### config.mk
export PLATFORM = sky130hd
export DESIGN_NAME = hack_fetch_unit
export DESIGN_NICKNAME = d
export VERILOG_FILES = /design/src/rtl/hack_fetch_unit.sv
export SDC_FILE = /design/constraint.sdc
export NUM_CORES = 1
export LEC_CHECK = 0
export ABC_AREA = 1
export CAP_MARGIN = 40
export CORE_ASPECT_RATIO = 0.7
export CORE_MARGIN = 4
export CORE_UTILIZATION = 30
export CTS_CLUSTER_SIZE = 12
export DETAILED_ROUTE_END_ITERATION = 6
export MAX_ROUTING_LAYER = met4
export PLACE_DENSITY = 0.57
export SLEW_MARGIN = 40
export SYNTH_ARGS = -nofsm -noshare
export SYNTH_HDL_FRONTEND = slang
export SYNTH_SLANG_ARGS = --single-unit
### constraint.sdc
create_clock -name clk -period 2.4 [get_ports clk]
set_clock_uncertainty 0.15 [all_clocks]
set_input_delay 0.48 -clock clk [delete_from_list [all_inputs] [get_ports clk]]
set_output_delay 0.48 -clock clk [all_outputs]
set_load 0.02 [all_outputs]
### src/rtl/hack_fetch_unit.sv
// Instruction fetch stage for the Hack CPU: samples the PC, reads instruction ROM
// over a valid/ready channel and hands the instruction to the CPU, pulsing pc_inc on accept.
module hack_fetch_unit #(
   parameter int ADDR_W  = 16,
   parameter int DATA_W  = 16,
   parameter int TIMEOUT = 8
) (
   input  logic              clk,
   input  logic              reset,
   input  logic [ADDR_W-1:0] pc,
   output logic              pc_inc,
   input  logic              flush,
   output logic              rom_req_valid,
   input  logic              rom_req_ready,
   output logic [ADDR_W-1:0] rom_addr,
   input  logic              rom_rsp_valid,
   input  logic [DATA_W-1:0] rom_rsp_data,
   output logic              instr_valid,
   input  logic              instr_ready,
   output logic [DATA_W-1:0] instr,
   output logic [ADDR_W-1:0] instr_addr,
   output logic              fetch_err
);

   localparam int CNT_W = (TIMEOUT > 2) ? $clog2(TIMEOUT) : 1;
   localparam logic [CNT_W-1:0] CNT_MAX = CNT_W'(TIMEOUT - 1);

   typedef enum logic [2:0] {SETTLE, REQ, WAIT, HOLD, DRAIN} state_t;

   state_t            state_q, state_d;
   logic [CNT_W-1:0]  cnt_q, cnt_d;
   logic              fetch_err_q, fetch_err_d;
   logic              rom_req_valid_q, rom_req_valid_d;
   logic              instr_valid_q, instr_valid_d;
   logic [ADDR_W-1:0] rom_addr_q, rom_addr_d;
   logic [ADDR_W-1:0] instr_addr_q, instr_addr_d;
   logic [DATA_W-1:0] instr_q, instr_d;

   always_comb begin
      state_d         = state_q;
      cnt_d           = cnt_q;
      fetch_err_d     = fetch_err_q;
      rom_req_valid_d = rom_req_valid_q;
      instr_valid_d   = instr_valid_q;
      rom_addr_d      = rom_addr_q;
      instr_addr_d    = instr_addr_q;
      instr_d         = instr_q;

      case (state_q)
         // SETTLE gives the PC one edge to increment or load before it is sampled
         SETTLE: begin
            if (!flush) begin
               rom_addr_d      = pc;
               rom_req_valid_d = 1'b1;
               state_d         = REQ;
            end
         end
         REQ: begin
            if (rom_req_ready) begin
               cnt_d           = '0;
               rom_req_valid_d = 1'b0;
               state_d         = flush ? DRAIN : WAIT;
            end else if (flush) begin
               rom_req_valid_d = 1'b0;
               state_d         = SETTLE;
            end
         end
         WAIT: begin
            if (rom_rsp_valid) begin
               if (!flush) begin
                  instr_d       = rom_rsp_data;
                  instr_addr_d  = rom_addr_q;
                  instr_valid_d = 1'b1;
                  state_d       = HOLD;
               end else begin
                  state_d = SETTLE;
               end
            end else if (flush) begin
               cnt_d   = '0;
               state_d = DRAIN;
            end else if (cnt_q == CNT_MAX) begin
               fetch_err_d = 1'b1;
               state_d     = SETTLE;
            end else begin
               cnt_d = cnt_q + 1'b1;
            end
         end
         HOLD: begin
            if (flush || instr_ready) begin
               instr_valid_d = 1'b0;
               state_d       = SETTLE;
            end
         end
         // A response is still owed; swallow it so it cannot be mistaken for a new fetch
         DRAIN: begin
            if (rom_rsp_valid) begin
               state_d = SETTLE;
            end else if (cnt_q == CNT_MAX) begin
               fetch_err_d = 1'b1;
               state_d     = SETTLE;
            end else begin
               cnt_d = cnt_q + 1'b1;
            end
         end
         default: begin
            rom_req_valid_d = 1'b0;
            instr_valid_d   = 1'b0;
            state_d         = SETTLE;
         end
      endcase
   end

   always_ff @(posedge clk) begin
      if (!reset) begin
         state_q         <= SETTLE;
         cnt_q           <= '0;
         fetch_err_q     <= 1'b0;
         rom_req_valid_q <= 1'b0;
         instr_valid_q   <= 1'b0;
         rom_addr_q      <= '0;
         instr_addr_q    <= '0;
         instr_q         <= '0;
      end else begin
         state_q         <= state_d;
         cnt_q           <= cnt_d;
         fetch_err_q     <= fetch_err_d;
         rom_req_valid_q <= rom_req_valid_d;
         instr_valid_q   <= instr_valid_d;
         rom_addr_q      <= rom_addr_d;
         instr_addr_q    <= instr_addr_d;
         instr_q         <= instr_d;
      end
   end

   assign pc_inc        = instr_valid_q & instr_ready & ~flush;
   assign rom_req_valid = rom_req_valid_q;
   assign rom_addr      = rom_addr_q;
   assign instr_valid   = instr_valid_q;
   assign instr         = instr_q;
   assign instr_addr    = instr_addr_q;
   assign fetch_err     = fetch_err_q;

endmodule

==> results.sh, run 1 <==
export IMPL_ys_top_cells_by_area="dfxtp_1 49%, nand3_1 12%, a21oi_1 12%"
export IMPL_cts_path_max_buffers=2
export IMPL_worstSetupPathDepth=4
export IMPL_run_status="complete, no violations"
export IMPL_grtUsageTotal_pct=16.62
export IMPL_setup_tns_ns=0
export IMPL_cts_sinks=57
export IMPL_grt_remaining_overflow=0
export IMPL_clk_latency_ns=0.33
export IMPL_fin_crit_sh_pct=97.27
export IMPL_ios=90
export IMPL_syn_cell_area_um2=2330
export IMPL_relSlewSlack_pct=63.27
export IMPL_syn_nets=342
export IMPL_endpoint_kind="output pin"
export IMPL_ant_nets=0
export IMPL_viasPerCell=4.766
export IMPL_cp_common_cell="clkdlybuf4s50_1"
export IMPL_cp_max_fo=2
export IMPL_reg2reg_from="state_q[1]"
export IMPL_die_h_um=81.73
export IMPL_critPathBufInv=2
export IMPL_drc=0
export IMPL_cts_clk_slew_worst_paths_ns=0.07
export IMPL_wirelength_um=7076
export IMPL_p_sw_uw=632.6
export IMPL_pwr_share_seq_pct=42.0
export IMPL_p_total_uw=2420
export IMPL_critPathMaxStageDelay_ns=0.61
export IMPL_cap_violations=0
export IMPL_layout_min_cycle_time_ns=2.334
export IMPL_internal_power_uw=1787
export IMPL_fin_nets=431
export IMPL_synthCells=303
export IMPL_nFillCells=789
export IMPL_ys_warn_count=0
export IMPL_grt_max_degree=35
export IMPL_yosysTopAreaCell="dfxtp_1"
export IMPL_max_freq_ghz=0.4284
export IMPL_grt_pass1_wl_um=11810
export IMPL_vias=2359
export IMPL_combPwrFrac_pct=15.1
export IMPL_area_growth_synth_to_final_pct=50.81
export IMPL_power_leakage_uw=0.001293
export IMPL_seq_area_um2=1141
export IMPL_wl_per_cell_um=14.29
export IMPL_critical_path_class="in2out"
export IMPL_power_density_nw_per_um2=688.7
export IMPL_startpoint="instr_ready"
export IMPL_cts_resized=0
export IMPL_cts_setup_buffers=0
export IMPL_synth_top_area_share_pct=48.98
export IMPL_cts_made_buffers=9
export IMPL_grt_pass1_vias=2323
export IMPL_start_util_pct=31.41
export IMPL_rows=26
export IMPL_seq_area_frac_synth_pct=48.98
export IMPL_place_hpwl_um=4874
export IMPL_dpl_instance_area_um2=3283
export IMPL_reg2reg_depth=7
export IMPL_drv_slew=0
export IMPL_dieArea_um2=9262
export IMPL_required_ns=1.77
export IMPL_crit_chain="clkdlybuf4s50_1 > nand2_1 > nor2_1 > clkdlybuf4s50_1"
export IMPL_hp_class="reg2reg"
export IMPL_ir_drop_v=0.0002576
export IMPL_io_buffer_count=89
export IMPL_cp_arrival_ns=1.70
export IMPL_crit_end="pc_inc"
export IMPL_mostFrequentLayoutCell="clkdlybuf4s50_1"
export IMPL_cts_root_buffer="clkbuf_8"
export IMPL_design_area_um2=3513
export IMPL_first_pass_iters=4
export IMPL_report_final_setup_viol=0
export IMPL_start_kind="primary input"
export IMPL_clkPwrFrac_pct=42.9
export IMPL_drive_gt1_share_pct=7.809
export IMPL_hold_violations=0
export IMPL_p_sw_share_pct=26.14
export IMPL_h_tree_depth=3
export IMPL_worstMarginPinSlew_ns=0.5493
export IMPL_layout_common_cells="89 x clkdlybuf4s50_1, 68 x nand2_1, 58 x nand3_1"
export IMPL_rsz0062_at_grt="no"
export IMPL_critical_path_slowest_cell="clkdlybuf4s50_1"
export IMPL_antenna_found_initial=0
export IMPL_rrSetupSlack_ns=0.69
export IMPL_diodes=0
export IMPL_drt_initial_drc_count=171
export IMPL_cp_top_family="buffers and inverters"
export IMPL_ys_types=22
export IMPL_reg2reg_to="rom_req_valid"
export IMPL_core_area_um2=7417
export IMPL_ys_ff_latch=57
export IMPL_place_gp_congestion=0.8340
export IMPL_multiInputGateArea_um2=1007
export IMPL_cts_tree="yes"
export IMPL_die_width_um=113.3
export IMPL_syn_area_per_cell_um2=7.689
export IMPL_holdBufCountCts=0
## synthesized netlist by cell type, drive strengths merged
| library cell | instances |
|---|---|
| clkbuf | 9 |
| clkinv | 3 |
| nand2 | 72 |
| nand4 | 2 |
| o21ai | 3 |
| o211ai | 1 |
| ha | 1 |
| a21oi | 54 |
| nand3 | 59 |
| dfxtp | 57 |
| buf | 10 |
| inv | 13 |
| nor2 | 18 |
| nor3 | 1 |
## tightest hold or removal path, cell delays in order (launching register included)
cell	delay [ns]
dfxtp_1	0.31
nand2_1	0.06
a21oi_1	0.05
## stage by stage
stage	std cells	hold slack, ns	utilization (%)	setup WS, ns
3_5_place_dp	479	0.2944	44.26	0.06671
2_1_floorplan	303	0.2730	-	0.8266
6_report	495	0.3124	47.37	0.06563
4_1_cts	495	0.3068	47.37	0.05673
3_3_place_gp	479	0.2908	44.26	0.07652
5_1_grt	495	0.3352	47.37	0.01841
## worst min path at each step
| stage | start | end | slack [ns] | depth (start not counted) |
|---|---|---|---|---|
| finish | instr[13] | instr[13] | 0.31 | 2 |
| global route | instr[13] | instr[13] | 0.34 | 2 |
| CTS | cnt_q[2] | cnt_q[2] | 0.31 | 2 |
| detailed placement | cnt_q[2] | cnt_q[2] | 0.29 | 2 |
| global placement | cnt_q[2] | cnt_q[2] | 0.29 | 2 |
| floorplan | cnt_q[2] | cnt_q[2] | 0.27 | 2 |
## sequential cells by signal, indices dropped and copies added (netlist names)
register       cells
cnt_q              3
fetch_err          1
instr             16
instr_addr        16
instr_valid        1
rom_addr          16
rom_req_valid      1
state_q            3
## routing by layer
layer | vias to the layer above | share of wire, % | track usage, %
met3 | 6 | 8.0 | 6.554
met4 | 0 | 0.33 | 3.721
li1 | 1187 | - | -
met1 | 1088 | 51 | 21.74
met5 | - | 0 | -
met2 | 78 | 40 | 24.29
## final cells by class
class | instances | share of cell area [%]
clock buffer | 12 | 4.416
timing repair buffer | 97 | 27.07
sequential | 57 | 32.48
clock inverter | 4 | 2.137
tap | 98 | 3.490
inverter | 16 | 1.745
multi-input combinational | 211 | 28.67
## kinds of logic (layout without fill, tap and decap cells)
family	after synthesis	in the layout	synth area share (%)
simple gates	152	152	30.13
flops	57	57	48.98
fa+ha+maj	1	1	0.5370
buf+inv	35	129	7.787
compound gates	58	58	12.57
## power groups by stage
stage	registers [uW]	logic [uW]	clock network, uW
after CTS	1020	369	1060
after global placement	1040	366	0
after global routing	1020	404	1110
final	1020	366	1040
after detailed placement	1040	368	0
after floorplan	1070	172	0
No activity file was read; power rests on OpenSTA's default activity.
==> inputs of run 2 (changes only) <==
Settings changed: RECOVER_POWER set to 100.
==> run 2 against run 1 <==
Global-route usage unchanged. Sequential share of layout area grew 0.13 points. Hold slack worse by 0.0027 ns. Wire length is 0.55% lower. Critical endpoint unchanged. Largest cell class unchanged. Largest power group unchanged.
==> results.sh, run 2 (same netlist as run 1, synthesis figures left out) <==
export IMPL_run_status="complete, no violations"
export IMPL_power_leakage_uw=0.001450
export IMPL_die_width_um=113.3
export IMPL_first_pass_iters=4
export IMPL_cp_arrival_ns=1.70
export IMPL_hold_violations=0
export IMPL_cts_setup_buffers=0
export IMPL_setup_tns_ns=0
export IMPL_cp_common_cell="clkdlybuf4s50_1"
export IMPL_cp_top_family="buffers and inverters"
export IMPL_worstMarginPinSlew_ns=0.6912
export IMPL_fin_crit_sh_pct=97.25
export IMPL_clk_latency_ns=0.33
export IMPL_ant_nets=0
export IMPL_post_place_cells=479
export IMPL_reg2reg_from="state_q[1]"
export IMPL_cap_violations=0
export IMPL_wirelength_um=7037
export IMPL_critical_path_class="in2out"
export IMPL_io_buffer_count=89
export IMPL_cts_clk_slew_worst_paths_ns=0.07
export IMPL_report_final_setup_viol=0
export IMPL_ir_drop_v=0.0002587
export IMPL_hp_class="reg2reg"
export IMPL_rsz0062_at_grt="no"
export IMPL_drt_initial_drc_count=175
export IMPL_nFillCells=791
export IMPL_drive_gt1_share_pct=7.305
export IMPL_die_h_um=81.73
export IMPL_endpoint_kind="output pin"
export IMPL_dieArea_um2=9262
export IMPL_hold_start="instr[13]"
export IMPL_grt_pass1_vias=2323
export IMPL_drc=0
export IMPL_holdBufCountCts=0
export IMPL_mostFrequentLayoutCell="nand2_1"
export IMPL_max_freq_ghz=0.4285
export IMPL_critical_path_slowest_cell="clkdlybuf4s50_1"
export IMPL_critPathMaxStageDelay_ns=0.61
export IMPL_cp_max_fo=2
export IMPL_ios=90
export IMPL_power_density_nw_per_um2=686.6
export IMPL_grt_max_degree=35
export IMPL_layout_min_cycle_time_ns=2.334
export IMPL_cts_root_buffer="clkbuf_8"
export IMPL_cts_sinks=57
export IMPL_cts_path_max_buffers=2
export IMPL_fin_nets=431
export IMPL_required_ns=1.77
export IMPL_diodes=0
export IMPL_place_gp_congestion=0.8340
export IMPL_drv_slew=0
export IMPL_critPathBufInv=2
export IMPL_grt_remaining_overflow=0
export IMPL_relSlewSlack_pct=53.76
export IMPL_viasPerCell=4.766
export IMPL_place_ws_ns=0.06671
export IMPL_grt_pass1_wl_um=11810
export IMPL_instances_no_fill=495
export IMPL_grtUsageTotal_pct=16.62
export IMPL_start_kind="primary input"
export IMPL_cts_made_buffers=9
export IMPL_antenna_found_initial=0
export IMPL_final_util_pct=47.18
export IMPL_startpoint="instr_ready"
export IMPL_layout_common_cells="68 x nand2_1, 58 x nand3_1, 57 x dfxtp_1"
export IMPL_wl_per_cell_um=14.22
export IMPL_cts_tree="yes"
export IMPL_core_area_um2=7417
export IMPL_crit_chain="clkdlybuf4s50_1 > nand2_1 > nor2_1 > clkdlybuf4s50_1"
export IMPL_layout_setup_ws_ns=0.06602
export IMPL_cts_resized=0
export IMPL_place_hpwl_um=4874
export IMPL_h_tree_depth=3
export IMPL_vias=2359
export IMPL_rows=26
export IMPL_start_util_pct=31.41
export IMPL_area_growth_synth_to_final_pct=50.22
==> run 2: metal layers <==
metal	up-vias	routed length, um	part of all wire [%]	global-route usage [%]
li1	1188	-	-	-
met1	1077	3523	50	21.74
met2	88	2844	40	24.29
met3	6	645	9.2	6.554
met4	0	23	0.33	3.721
met5	-	0	0	-
==> run 2: per-stage QoR <==
| step | power (uW) | hold slack, ns | area, um2 |
|---|---|---|---|
| after floorplan | 1239 | 0.2730 | 2330 |
| after detailed placement | 1406 | 0.2944 | 3283 |
| final | 2403 | 0.3097 | 3500 |
| after CTS | 2443 | 0.3068 | 3513 |
| after global placement | 1403 | 0.2908 | 3283 |
| after global routing | 2524 | 0.3326 | 3500 |
==> run 2: worst paths after layout <==
kind	end	slack, ns	depth (start not counted)
worst max-delay path	pc_inc	0.07	4
worst min-delay path	instr[13]	0.31	2
worst max register to register	rom_addr[6]	0.23	6
worst min register to register	instr[13]	0.31	2
==> run 2: layout make-up <==
type / count / area, um2 / area share, %
multi-input combinational: 211 / 994.7 / 28.42
sequential: 57 / 1141 / 32.61
tap: 98 / 122.6 / 3.504
timing repair buffer: 97 / 950.9 / 27.17
clock inverter: 4 / 75.07 / 2.145
clock buffer: 12 / 155.1 / 4.433
inverter: 16 / 60.06 / 1.716
==> run 2: power breakdown <==
part	internal [uW]	switching, uW	leakage, uW
registers	985	30.1	0.000462
clock network	642	395	0.000109
logic	148	203	0.000878
total	1780	628	0.00145
==> run 2: worst register-to-register path: cells and delay by family (launching register included) <==
family / cells / cell delay [ns]
AND/OR/NAND/NOR: 4 / 0.94
buffers and inverters: 1 / 0.50
flip-flops: 1 / 0.38
AO/OA/AOI/OAI: 1 / 0.07
==> inputs of run 3 (changes only) <==
Settings changed: ABC_CLOCK_PERIOD_IN_PS set to 2400, CORE_ASPECT_RATIO 0.7 to unset, SETUP_SLACK_MARGIN set to 0.1.
==> run 3 against run 2 <==
Sequential power barely moved. Count of clock-buffer cells in the layout rose by 1. Utilization fell by 0.43 points. Critical path depth did not move. Cell area fell by 1.0%. Register-to-register slack improved by 0.23 ns. Setup slack improved by 0.20 ns. Maximum frequency rose by 9.6%.
==> results.sh, run 3 (same netlist as run 1, synthesis figures left out) <==
export IMPL_die_h_um=96.13
export IMPL_ios=90
export IMPL_pwr_share_seq_pct=46.6
export IMPL_h_tree_depth=3
export IMPL_report_final_setup_viol=0
export IMPL_die_width_um=96.13
export IMPL_max_freq_ghz=0.4694
export IMPL_place_ws_ns=0.05986
export IMPL_start_kind="primary input"
export IMPL_cts_root_buffer="clkbuf_8"
export IMPL_cts_resized=1
export IMPL_drive_gt1_share_pct=6.801
export IMPL_wirelength_um=6654
export IMPL_holdBufCountCts=0
export IMPL_cp_max_fo=2
export IMPL_cts_sinks=57
export IMPL_cts_setup_buffers=0
export IMPL_cts_path_max_buffers=2
export IMPL_layout_min_cycle_time_ns=2.130
export IMPL_rsz0062_at_grt="no"
export IMPL_grtUsageTotal_pct=14.98
export IMPL_combPwrFrac_pct=16.0
export IMPL_dieArea_um2=9240
export IMPL_antenna_found_initial=0
export IMPL_viasPerCell=4.724
export IMPL_cap_violations=0
export IMPL_ir_drop_v=0.0003412
export IMPL_start_util_pct=31.45
export IMPL_hp_class="reg2reg"
export IMPL_drt_initial_drc_count=74
export IMPL_critical_path_class="in2out"
export IMPL_endpoint_kind="output pin"
export IMPL_p_total_uw=2176
export IMPL_grtUsageMet1_pct=18.79
export IMPL_clkPwrFrac_pct=37.4
export IMPL_relSlewSlack_pct=54.38
export IMPL_run_status="complete, no violations"
export IMPL_mostFrequentLayoutCell="nand2_1"
export IMPL_place_hpwl_um=4565
export IMPL_p_sw_share_pct=27.03
export IMPL_grtUsageMet3_pct=3.987
export IMPL_cts_tree="yes"
export IMPL_ant_nets=0
export IMPL_drv_slew=0
export IMPL_worstMarginPinSlew_ns=0.6819
export IMPL_hold_violations=0
export IMPL_fin_crit_sh_pct=88.77
export IMPL_fin_nets=432
export IMPL_grt_use_met2_pct=22.94
export IMPL_grt_max_degree=52
export IMPL_area_growth_synth_to_final_pct=48.66
export IMPL_first_pass_iters=4
export IMPL_setup_tns_ns=0
export IMPL_cts_made_buffers=9
export IMPL_wl_per_cell_um=13.42
export IMPL_layout_setup_ws_ns=0.2696
export IMPL_rows=31
export IMPL_vias=2343
export IMPL_required_ns=1.77
export IMPL_cts_clk_slew_worst_paths_ns=0.06
export IMPL_p_sw_uw=588.1
export IMPL_drc=0
export IMPL_grt_pass1_wl_um=10400
export IMPL_power_leakage_uw=0.001442
export IMPL_design_area_um2=3463
export IMPL_power_density_nw_per_um2=628.3
export IMPL_diodes=0
export IMPL_internal_power_uw=1588
export IMPL_clk_latency_ns=0.32
export IMPL_final_util_pct=46.75
export IMPL_io_buffer_count=89
export IMPL_dpl_instance_area_um2=3304
export IMPL_layout_common_cells="70 x nand2_1, 58 x nand3_1, 57 x dfxtp_1"
export IMPL_busiest_layer="met2"
export IMPL_place_gp_congestion=0.8151
export IMPL_cp_arrival_ns=1.50
export IMPL_grt_pass1_vias=2150
export IMPL_grt_remaining_overflow=0
export IMPL_core_area_um2=7408
## run 3: changes by cell type in the layout (fill, tap and decap cells not counted), sizes merged
cell / change
inv: -1
clkdlybuf4s50: -2
dlygate4sd2: +1
clkinvlp: -1
clkinv: +2
dlygate4sd3: +1
bufinv: -2
clkbuf: +2
## run 3: power by group through the flow
stage	clock network (uW)	logic (uW)	registers, uW
after detailed placement	0	370	1040
after global routing	895	385	1020
after global placement	0	367	1040
after CTS	845	371	1020
after floorplan	0	172	1070
final	813	349	1010
## run 3: through the flow
stage | hold WS, ns | cells
5_1_grt | 0.3240 | 496
6_report | 0.2983 | 496
4_1_cts | 0.3048 | 496
3_3_place_gp | 0.2835 | 481
3_5_place_dp | 0.2950 | 481
2_1_floorplan | 0.2730 | 303
## run 3: critical path, cell delays in order
cell and delay (ns):
dlygate4sd3_1 0.54, nand2_1 0.06, nor2_1 0.09, dlygate4sd2_1 0.33
## run 3: final timing paths
| path | from | to | slack, ns | cells past startpoint |
|---|---|---|---|---|
| hold reg to reg | cnt_q[2] | cnt_q[2] | 0.30 | 2 |
| setup reg to reg | state_q[1] | rom_addr[4] | 0.46 | 6 |
| hold / removal | cnt_q[2] | cnt_q[2] | 0.30 | 2 |
| setup / recovery | instr_ready | pc_inc | 0.27 | 4 |
## run 3: cell type report
cell class,instances,area (um2)
clock inverter,2,12.51
fill,746,3945
inverter,16,61.31
tap,99,123.9
sequential,57,1141
multi-input combinational,211,989.7
clock buffer,13,168.9
timing repair buffer,98,965.9
## run 3: metal layers
layer	routed length, um	vias to the layer above
met3	376	8
met5	0	-
li1	-	1195
met2	3183	70
met1	2986	1070
met4	108	0
